File: src/rtl/run_detector.sv
// Consecutive-ones run detector with run-time overlap mode and a saturating hit counter.
// Every output is a flop, so nothing combinational reaches the status/interrupt logic.
module run_detector #(
  parameter int RUN_LEN = 3,
  parameter int CNT_W   = 8,
  parameter int RW      = $clog2(RUN_LEN + 1)
) (
  input  logic             clk,
  input  logic             reset_n,
  input  logic             in_valid,
  input  logic             in,
  input  logic             mode,
  input  logic             clear,
  output logic [RW-1:0]    run_count,
  output logic [1:0]       state,
  output logic             detect,
  output logic [CNT_W-1:0] hit_count,
  output logic             hit_sat
);

  typedef enum logic [1:0] {
    ST_IDLE = 2'b00,
    ST_RUN  = 2'b01,
    ST_HIT  = 2'b10
  } state_t;

  localparam logic [RW-1:0] LEN    = RW'(RUN_LEN);
  localparam logic [RW-1:0] LEN_M1 = RW'(RUN_LEN - 1);

  logic [RW-1:0]    r_run_count;
  logic             r_detect;
  logic [CNT_W-1:0] r_hit_count;
  logic             r_hit_sat;
  state_t           r_state;

  logic             w_event;
  logic [RW-1:0]    w_run_next;
  logic [CNT_W-1:0] w_hit_next;
  state_t           w_state_next;

  always_comb begin
    w_event    = in_valid & in & (r_run_count >= LEN_M1);
    w_run_next = r_run_count;
    if (in_valid) begin
      if (!in)
        w_run_next = '0;
      else if (w_event)
        w_run_next = mode ? LEN : '0;
      else
        w_run_next = r_run_count + 1'b1;
    end
  end

  // clear wins over a same-edge detection; the counter sticks at all ones
  always_comb begin
    w_hit_next = r_hit_count;
    if (clear)
      w_hit_next = '0;
    else if (w_event && (r_hit_count != '1))
      w_hit_next = r_hit_count + 1'b1;
  end

  always_comb begin
    if (w_run_next == '0)
      w_state_next = ST_IDLE;
    else if (w_run_next == LEN)
      w_state_next = ST_HIT;
    else
      w_state_next = ST_RUN;
  end

  always_ff @(posedge clk or negedge reset_n) begin
    if (!reset_n) begin
      r_run_count <= '0;
      r_state     <= ST_IDLE;
      r_detect    <= 1'b0;
      r_hit_count <= '0;
      r_hit_sat   <= 1'b0;
    end else begin
      r_run_count <= w_run_next;
      r_state     <= w_state_next;
      r_detect    <= w_event;
      r_hit_count <= w_hit_next;
      r_hit_sat   <= (w_hit_next == '1);
    end
  end

  assign run_count = r_run_count;
  assign state     = r_state;
  assign detect    = r_detect;
  assign hit_count = r_hit_count;
  assign hit_sat   = r_hit_sat;

endmodule
File: config.mk
export PLATFORM = sky130hd
export DESIGN_NAME = run_detector
export DESIGN_NICKNAME = d
export VERILOG_FILES = /design/src/rtl/run_detector.sv
export SDC_FILE = /design/constraint.sdc
export NUM_CORES = 1
export LEC_CHECK = 0
export ABC_AREA = 1
export BUFFER_PORTS_ARGS = -buffer_cell sky130_fd_sc_hd__buf_2
export CORE_UTILIZATION = 45
export CTS_CLUSTER_DIAMETER = 60
export DETAILED_ROUTE_END_ITERATION = 8
export PLACE_DENSITY = 0.78
export SETUP_SLACK_MARGIN = 0.2
export SKIP_CTS_REPAIR_TIMING = 1
export SYNTH_ARGS = -nofsm -noshare
export SYNTH_HDL_FRONTEND = slang
export SYNTH_SLANG_ARGS = --single-unit
export TNS_END_PERCENT = 10
File: constraint.sdc
create_clock -name clk -period 2.01 [get_ports clk]
set_input_delay 0.402 -clock clk [delete_from_list [all_inputs] [get_ports clk]]
set_output_delay 0.402 -clock clk [all_outputs]
set_load 0.005 [all_outputs]
Word-level counts from Yosys, hierarchy flattened:

Cells that the tools add are included.
Widths: inputs -> output; s select.

* logic and storage cells: 23
* flip-flop bits (word level): 14
* input bits: 6

* order comparisons: 1
* multiplexer cells: 8
* reduce and logical (&&, ||, !) cells: 2
* eq/ne operators: 3
* $add $sub $neg: 2
* bitwise gates (word level): 2

Operators with widths (count)
* $mux 8: 2
* $mux 2: 6
* $add 8x1->8 const B: 1
* $eq 8x8->1 const B: 1
* $ne 8x8->1 const B: 1
* $add 2x1->2 const B: 1
* $and 1x1->1: 2
* $eq 2x2->1 const B: 1
* $ge 2x2->1 const B: 1
* $logic_not 2->1: 1
* $logic_and 1x1->1: 1

Depth between registers and ports, before layout:

Gate-level depths: netlist of the first run.

* word-level depth: 8
* gate-level depth with buffers: 11

Worst setup path after synthesis of the first run:

Ideal clock, no wire load.

* path type: reg2reg
* from: reg r_run_count[1], in the netlist run_count[1]
* to: reg r_state[0], in the netlist state[0]
* data arrival time: 1.346 ns
* data required time: 1.884 ns
* path slack: 0.538 ns
* period minus slack after synthesis: 1.472 ns
* stages on the path, launching flop included: 8
* path through: dfrtp_1 -> ha_1 -> nor2_2 -> nor2_1 -> nor2_1 -> o21ai_0 -> o21ai_0 -> ha_1

* word-level cells in the longest chain between the ends: 8
* elaborated cells between the ends (all ways): 10
* those cells by class: 1 x add/sub; 1 x order compare; 1 x eq/ne; 5 x mux; 1 x bitwise; 1 x reduce/logical

Ends and longest elaborated chain
* start, declared: line 30 `logic [RW-1:0] r_run_count;`
* start signal, assigned: line 80 `r_run_count <= w_run_next;`
* $ge 2x2->1 *: line 42 `w_event = in_valid & in & (r_run_count >= LEN_M1);`
* $and 1x1->1 *: line 42
* $mux 2 *: line 47 `else if (w_event)`
* $mux 2 *: line 45 `if (!in)`
* $mux 2 *: line 44 `if (in_valid) begin`
* net w_run_next[0]: line 37 `logic [RW-1:0] w_run_next;`
* $eq 2x2->1: line 66 `else if (w_run_next == LEN)`
* $mux 2: line 66
* $mux 2 *: line 64 `if (w_run_next == '0)`
* net w_state_next[0]: line 39 `state_t w_state_next;`
* end signal, assigned: line 81 `r_state <= w_state_next;`
* end, declared: line 34 `state_t r_state;`

The timed path passes the listed nets; every way through them passes the cells marked *.

Worst setup path after layout of the first run:

* from: reg r_hit_count[1], in the netlist hit_count[1]
* to: reg r_hit_sat, in the netlist hit_sat

* word-level cells in the longest chain between the ends: 5
* elaborated cells between the ends (all ways): 6
* those cells by class: 1 x add/sub; 2 x eq/ne; 2 x mux; 1 x reduce/logical

Ends and longest elaborated chain
* start, declared: line 32 `logic [CNT_W-1:0] r_hit_count;`
* start signal, assigned: line 83 `r_hit_count <= w_hit_next;`
* parallel branches: the longest is 2 deep, another holds $add 8x1->8
* $mux 8 *: line 59 `else if (w_event && (r_hit_count != '1))`
* $mux 8 *: line 57 `if (clear)`
* $eq 8x8->1 *: line 84 `r_hit_sat <= (w_hit_next == '1);`
* end signal, assigned: line 84
* end, declared: line 33 `logic r_hit_sat;`

Mark *: on every way between the ends.

==> results of run 1 <==
[final cells by class]
| cell class | instances | area (sq um) | share of cell area [%] |
|---|---|---|---|
| tap | 16 | 20.0 | 2.12 |
| multi-input combinational | 71 | 385 | 40.8 |
| inverter | 15 | 56.3 | 5.96 |
| clock buffer | 4 | 36.3 | 3.84 |
| sequential | 14 | 352 | 37.2 |
| timing repair buffer | 19 | 95.1 | 10.1 |
[power breakdown]
group | total (mW) | leakage (nW) | switching (mW) | internal [mW]
registers | 0.334 | 0.189 | 0.0202 | 0.314
logic | 0.164 | 0.309 | 0.100 | 0.0642
clock network | 0.195 | 0.0210 | 0.0849 | 0.110
total | 0.693 | 0.519 | 0.205 | 0.488
[layer usage]
layer	share of wire [%]	vias up	wire [microns]	track usage [%]
li1	-	362	-	-
met1	49	321	749	27.4
met2	44	23	666	25.6
met3	5.3	2	81	3.67
met4	1.3	0	20	9.09
met5	0	-	0	0
[synth_stat cells (all sizes together)]
cell	n	area [sq um]
ha	3	37.5
dfrtp	14	350
clkinv	1	3.75
nand3	15	75.1
nor2	16	80.1
o21ai	3	15.0
nand4	2	12.5
nand2	27	119
nand3b	1	7.51
a21oi	3	30.0
a31oi	1	6.26
inv	14	52.6
buf	1	7.51
[logic make-up after synthesis]
logic type | after synthesis | share of synthesized area, %
compound gates | 7 | 6.44
fa+ha+maj | 3 | 4.71
flops | 14 | 44.0
buf+inv | 16 | 8.01
simple gates | 61 | 36.9
[placed cells by master, fill, tap and decap left out, types with 2 or more instances in the layout]
master / n
buf_2: 19
clkbuf_4: 3
dfrtp_1: 13
ha_1: 2
inv_1: 13
nand2_1: 24
nand2_4: 2
nand3_1: 15
nand4_1: 2
nor2_1: 12
nor2_2: 2
nor2_4: 2
o21ai_0: 3
[registers in the layout (all words and copies together) (netlist names)]
name	flops
hit_count	8
detect	1
state	2
hit_sat	1
run_count	2
[how the worst min path moves through the flow]
stage                     startpoint           end  slack [ns]  cells after the start
final                        reset_n      state[0]        0.01                      1
after global routing         reset_n        detect        0.01                      1
after CTS                    reset_n  hit_count[2]       0.008                      1
after detailed placement     reset_n  hit_count[6]        0.31                      1
after global placement       reset_n  hit_count[5]        0.31                      1
after floorplan              reset_n        detect        0.11                      0
==> qor.csv, run 1 <==
stage;metric;value;unit
synth;syn_nets;110;
timing;finalSetupViolCount;0;
cells_and_area;fillCellCount;143;
clocking;cts_buffer_depth;2;
critical_path;crit_path_top_delay_cell;dfrtp_1;
routing;via_per_inst;5.09;
timing;finalSetupTns;0;ns
routing;ant_nets;0;
critical_path;startpoint_type;flop;
critical_path;path_max_fanout;10;
placed_design;placed_cell_area;905;sq um
timing;finClkSkew;0.00472;ns
routing;vias;708;
floorplanning;pin_count;20;
critical_path;critical-path-max-stage-delay;0.43;ns
timing;setup_ws;0.405;ns
critical_path;rrSetupSlack;0.40;ns
global_route;gr-total-overflow;0;
global_route;grt_max_degree;15;
clocking;cts_tree;yes;
power_and_ir_drop;leakagePower;0.519;nW
global_route;antenna_found_initial;0;
routing;drc;0;
timing;finalCritPeriodShare;79.9;%
synth;syn_area_per_cell;7.89;sq um
placed_design;gp_congestion;0.837;
routing;firstDrtPassIters;6;
critical_path;cp_cell_sequence;ha_2, nand2_1, nor2_2, nand2_4, nand2_4, nand2_1, nand2_1, nand2_1, nor2_1, nand3_1, nor2_1;
critical_path;crit_family;simple AND/OR/NAND/NOR gates;
critical_path;critPathKind;reg2reg;
synth;syn_inst;101;
placed_design;pre_cts_slack;0.380;ns
critical_path;crit_path_end;hit_sat;
critical_path;critical_path_buf_inv_count;0;
power_and_ir_drop;p_per_area;734;mW/mm^2
routing;wl_per_cell;10.9;microns
placed_design;dpl.hpwl;1200;microns
placed_design;placed_cells;135;
floorplanning;die_area;0.00194;sq mm
critical_path;required;2.21;ns
clocking;cts_root_buffer;clkbuf_4;
timing;max_freq;623;MHz
floorplanning;coreArea;0.00158;sq mm
worst_hold_path;hold_path_class;in2async;
critical_path;startpoint;hit_count[1];
timing;min_period;1.61;ns
global_route;grt_pass1_vias;607;
critical_path;cp.depth;11;
synth;synth-seq-cells;14;
clocking;cts_made_buffers;3;
timing;rsz0062_at_grt;false;
timing;slew_headroom;79.0;%
power_and_ir_drop;ir_worst_vdd;0.501;mV
cells_and_area;area_growth;18.5;%
clocking;htreeDepth;1;
synth;syn-cell-area;797;sq um
critical_path;rr_startpoint;hit_count[1];
cells_and_area;n_antenna_cell;0;
floorplanning;fp.dieW;44.1;microns
synth;ys_warn_count;0;
power_and_ir_drop;fin_total_pwr;693;uW
timing;tightest_slew;0.316;ns
timing;whs;0.0102;ns
floorplanning;initial_core_util;50.6;%
cells_and_area;finalNonFillerCells;139;
cells_and_area;post-route-cell-area;945;sq um
routing;drt_iter0_drc;27;
critical_path;reg2reg_to;hit_sat;
cells_and_area;post-route-util;59.9;%
clocking;clock_latency;0.27;ns
job;drv_cap;0;
critical_path;crit_arrival;1.81;ns
synth;yosysSeqAreaShare;44.0;%
global_route;grtUsageTotal;18.4;%
clocking;clock-sinks;14;
timing;hold_violations;0;
critical_path;rr_worst_depth;11;
cells_and_area;nNetsFinal;133;
clocking;clk_pin_slew_worst_paths;0.08;ns
timing;drv_slew;0;
floorplanning;die_h;44.1;microns
status;status;complete, no violations;
critical_path;critPathCaptureType;flop;
placed_design;portBuffers;19;
synth;ys_types;20;
cells_and_area;drive_above_1_share;28.5;%
global_route;grt_pass1_wl;2580;microns
floorplanning;rows;14;
critical_path;cp_common_cell;nand2_1;
routing;wl;1520;microns
(Power assumes the default switching activity.)
==> run 2, diff against run 1 <==
- clock period: 2.01 -> 1.7 ns (I/O delays scaled with it)
==> run 2 against run 1 <==
The flow now finishes with violations (DRC). Fmax down 0.82%. Clock power increased by 23%. Sequential cell count did not move. Largest power group unchanged.
==> qor.csv, run 2 (synthesized netlist as in run 1, its figures left out) <==
stage;metric;value;unit
placed_design;portBuffers;19;
worst_hold_path;whs_path_depth;2;
floorplanning;rows;14;
critical_path;required;1.86;ns
timing;tightest_slew;0.317;ns
clocking;clock_latency;0.28;ns
cells_and_area;fillCellCount;145;
floorplanning;initial_core_util;50.6;%
critical_path;path_max_fanout;4;
timing;finalSetupViolCount;0;
global_route;grtUsageTotal;20.4;%
global_route;grt_pass1_wl;2860;microns
clocking;clock-sinks;14;
global_route;grt_pass1_vias;676;
cells_and_area;mostFrequentLayoutCell;nand2_1;
cells_and_area;nNetsFinal;140;
floorplanning;coreArea;0.00158;sq mm
floorplanning;fp.dieW;44.1;microns
timing;whs;0.252;ns
cells_and_area;post-route-cell-area;0.00102;sq mm
routing;drc;2;
routing;wl_per_cell;12.9;microns
timing;rsz0062_at_grt;true;
cells_and_area;area_growth;27.8;%
status;violations;DRC;
floorplanning;die_h;44.1;microns
timing;finClkSkew;0.00686;ns
clocking;cts_buffer_depth;2;
routing;via_per_inst;5.40;
power_and_ir_drop;p_seq_share;44.0;%
critical_path;crit_arrival;1.78;ns
critical_path;critPathKind;reg2reg;
power_and_ir_drop;p_int;615;uW
critical_path;cp_cell_sequence;ha_4, nor2_4, nor2_1, nor2_1, o21ai_1, o21ai_1, ha_1;
job;drv_cap;0;
routing;drt_iter0_drc;23;
routing;ant_nets;0;
worst_hold_path;hold_path_class;in2reg;
placed_design;dpl.hpwl;1330;microns
power_and_ir_drop;swShare;32.6;%
clocking;cts_root_buffer;clkbuf_4;
floorplanning;die_area;0.00194;sq mm
timing;finalCritPeriodShare;95.2;%
timing;hold_violations;0;
critical_path;crit_path_top_delay_cell;dfrtp_2;
power_and_ir_drop;p_sw;297;uW
clocking;htreeDepth;1;
power_and_ir_drop;p_clk_share;26.2;%
cells_and_area;n_antenna_cell;0;
clocking;cts_tree;yes;
routing;firstDrtPassIters;7;
global_route;antenna_found_initial;0;
power_and_ir_drop;combPwrFrac;29.8;%
critical_path;critical-path-max-stage-delay;0.46;ns
power_and_ir_drop;leakagePower;0.556;nW
cells_and_area;largest_register_ffs;8;
cells_and_area;multi_input_area;412;sq um
placed_design;placed_cell_area;927;sq um
cells_and_area;drive_above_1_share;32.3;%
floorplanning;pin_count;20;
power_and_ir_drop;p_per_area;895;mW/mm^2
critical_path;rr_worst_depth;7;
global_route;gr-total-overflow;0;
timing;min_period;1.62;ns
critical_path;startpoint_type;flop;
status;status;finished with violations;
timing;setup_ws;0.0813;ns
timing;slew_headroom;78.9;%
power_and_ir_drop;ir_worst_vdd;0.892;mV
critical_path;critPathCaptureType;flop;
cells_and_area;most-common-layout-cells;24 x nand2_1, 19 x buf_2, 15 x nand3_1;
clocking;cts_made_buffers;3;
placed_design;gp_congestion;0.825;
clocking;clk_pin_slew_worst_paths;0.08;ns
placed_design;pre_cts_slack;0.112;ns
routing;vias;788;
routing;wl;1880;microns
timing;drv_slew;0;
cells_and_area;seq_area;352;sq um
timing;max_freq;618;MHz
global_route;grt_max_degree;15;
[run 2: cell types whose count changed in the layout (fill, tap and decap cells not counted), sizes merged]
cell	previous run	this run
dlygate4sd3	0	1
nor2	16	17
buf	19	24
[run 2: worst max-delay path: cells and delay by family, from the launching register on]
kind	cells	cell delay [ns]
compound gates	2	0.22
fa+ha+maj	2	0.45
flops	1	0.46
simple gates	3	0.40
[run 2: layout make-up]
type | count | area share (%)
multi-input cells | 72 | 40.4
flip-flops and latches | 14 | 34.5
repair buffers | 25 | 14.0
inverters | 15 | 5.53
clock buffers | 4 | 3.56
well taps | 16 | 1.97
[run 2: per-stage QoR]
step                      setup TNS [ns]  util [%]  std cells  total power [mW]
final                                  0      64.6        146             0.912
after global routing             -0.0694      64.6        146             0.969
after CTS                              0      61.1        142             0.844
after detailed placement               0      58.8        138             0.599
after global placement                 0      58.8        138             0.590
after floorplan                        0         -        101             0.524
[run 2: worst paths after layout]
path | start | to | slack [ns]
max | run_count[1] | state[0] | 0.08
min reg2reg | hit_count[5] | hit_count[5] | 0.61
min | clear | hit_count[1] | 0.25
max reg2reg | run_count[1] | state[0] | 0.08
max in group asynchronous | reset_n | run_count[1] | 0.96
min in group asynchronous | reset_n | hit_count[5] | 0.48
[run 2: layer usage]
metal / GRT usage, % / vias to the layer above / wire (microns)
met5: 0 / - / 0
met4: 10.9 / 0 / 18
met3: 3.27 / 2 / 127
met2: 29.1 / 29 / 859
met1: 29.9 / 372 / 878
li1: - / 385 / -
[run 2: power by group through the flow]
stage / Sequential (mW) / Clock (mW) / Combinational [mW]
floorplan: 0.404 / 0 / 0.120
global placement: 0.395 / 0 / 0.194
detailed placement: 0.396 / 0 / 0.203
CTS: 0.391 / 0.249 / 0.204
global route: 0.406 / 0.261 / 0.302
finish: 0.401 / 0.239 / 0.272
==> run 3, diff against run 2 <==
- PLACE_DENSITY: 0.78 -> 0.69
==> run 3 against run 2 <==
The flow now finishes without violations. Global-route usage down 1.1 points. Sequential power decreased by 1%. Routed wire length about the same. Largest cell class unchanged. Combinational power increased by 7.4%. Highest routed layer unchanged. Clock power is essentially flat. Design area grew 7.0%. Setup slack improved by 0.016 ns. Utilization is 4.5 points higher.
==> qor.csv, run 3 (synthesized netlist as in run 1, its figures left out) <==
stage;metric;value;unit
status;status;complete, no violations;
floorplanning;initial_core_util;50.6;%
routing;wl_per_cell;12.6;microns
global_route;gr-total-overflow;0;
routing;firstDrtPassIters;4;
critical_path;startpoint_type;flop;
floorplanning;pin_count;20;
clocking;clk_pin_slew_worst_paths;0.08;ns
timing;slew_headroom;78.8;%
critical_path;critPathCaptureType;flop;
global_route;antenna_found_initial;0;
timing;tightest_slew;0.318;ns
cells_and_area;drive_above_1_share;41.0;%
clocking;htreeDepth;1;
routing;via_per_inst;5.28;
worst_hold_path;whs_path_depth;2;
clocking;cts_tree;yes;
cells_and_area;multi_input_area;459;sq um
critical_path;rr_worst_depth;7;
timing;finalSetupViolCount;0;
global_route;grt_pass1_wl;2750;microns
cells_and_area;n_antenna_cell;0;
routing;wl;1890;microns
floorplanning;die_area;0.00194;sq mm
critical_path;critical-path-max-stage-delay;0.44;ns
routing;vias;792;
floorplanning;die_h;44.1;microns
timing;drv_slew;0;
cells_and_area;most-common-layout-cells;19 x nand2_1, 19 x buf_2, 15 x nand3_1;
floorplanning;fp.dieW;44.1;microns
timing;max_freq;624;MHz
floorplanning;rows;14;
critical_path;crit_arrival;1.77;ns
critical_path;required;1.86;ns
global_route;grt_max_degree;15;
timing;finalSetupTns;0;ns
timing;finalCritPeriodShare;94.3;%
clocking;clock_latency;0.28;ns
timing;finClkSkew;0.00646;ns
placed_design;placed_cell_area;920;sq um
floorplanning;coreArea;0.00158;sq mm
global_route;grt_pass1_vias;638;
timing;hold_violations;0;
placed_design;gp_congestion;0.863;
clocking;cts_made_buffers;3;
cells_and_area;post-route-cell-area;0.00109;sq mm
placed_design;portBuffers;19;
critical_path;cp_cell_sequence;ha_4, nor2_4, nor2_1, nor2_1, o21ai_1, o21ai_1, ha_1;
clocking;cts_buffer_depth;2;
cells_and_area;seq_area;353;sq um
worst_hold_path;hold_path_class;in2reg;
job;drv_cap;0;
placed_design;dpl.hpwl;1260;microns
power_and_ir_drop;ir_worst_vdd;0.539;mV
critical_path;crit_path_top_delay_cell;dfrtp_2;
clocking;clock-sinks;14;
routing;drt_iter0_drc;34;
cells_and_area;area_growth;36.7;%
routing;ant_nets;0;
cells_and_area;largest_register_ffs;8;
clocking;cts_root_buffer;clkbuf_4;
power_and_ir_drop;leakagePower;0.588;nW
critical_path;path_max_fanout;4;
global_route;grtUsageTotal;19.3;%
routing;drc;0;
critical_path;critPathKind;reg2reg;
timing;min_period;1.60;ns
cells_and_area;fillCellCount;149;
power_and_ir_drop;p_per_area;851;mW/mm^2
timing;rsz0062_at_grt;true;
cells_and_area;nNetsFinal;144;
run 3: power by group:
part | internal [mW] | switching (mW)
sequential | 0.373 | 0.0248
combinational | 0.126 | 0.166
clock | 0.130 | 0.108
run 3: final timing paths:
| path | slack [ns] | from | end |
|---|---|---|---|
| max | 0.1 | run_count[1] | state[0] |
| min reg2reg | 0.60 | hit_count[5] | hit_count[5] |
| max in group asynchronous | 0.95 | reset_n | run_count[1] |
| max reg2reg | 0.1 | run_count[1] | state[0] |
| min | 0.28 | in_valid | run_count[1] |
| min in group asynchronous | 0.48 | reset_n | detect |
run 3: per-layer routing:
| metal | vias to the layer above | routed length, microns | track usage, % | part of all wire, % |
|---|---|---|---|---|
| met4 | 0 | 23 | 7.27 | 1.2 |
| met2 | 31 | 894 | 28.2 | 47 |
| met5 | - | 0 | 0 | 0 |
| met3 | 4 | 110 | 3.67 | 5.8 |
| li1 | 395 | - | - | - |
| met1 | 362 | 857 | 28.5 | 45 |
run 3: final cells by class:
cell class / count / area share [%]
timing repair buffer: 28 / 15.2
multi-input combinational: 73 / 42.1
tap: 16 / 1.84
inverter: 15 / 5.17
sequential: 14 / 32.4
clock buffer: 4 / 3.33
run 3: worst max-delay path, delay by kind of cell, from the launching register on:
family | cells | cell delay (ns)
and+or+nand+nor | 3 | 0.41
AOI/OAI and AO/OA | 2 | 0.22
adders and majority gates | 2 | 0.44
DFF | 1 | 0.44
run 3: per-stage QoR:
step / power, mW / hold WS [ns] / util (%) / instances / setup WS (ns)
after floorplan: 0.524 / 0.0444 / - / 101 / 0.228
after global placement: 0.588 / 0.249 / 58.3 / 137 / 0.0719
after detailed placement: 0.595 / 0.254 / 58.3 / 137 / 0.0573
after CTS: 0.835 / -0.0567 / 60.6 / 141 / 0.0262
after global routing: 0.985 / 0.282 / 69.1 / 150 / 0.0200
final: 0.928 / 0.275 / 69.1 / 150 / 0.0972
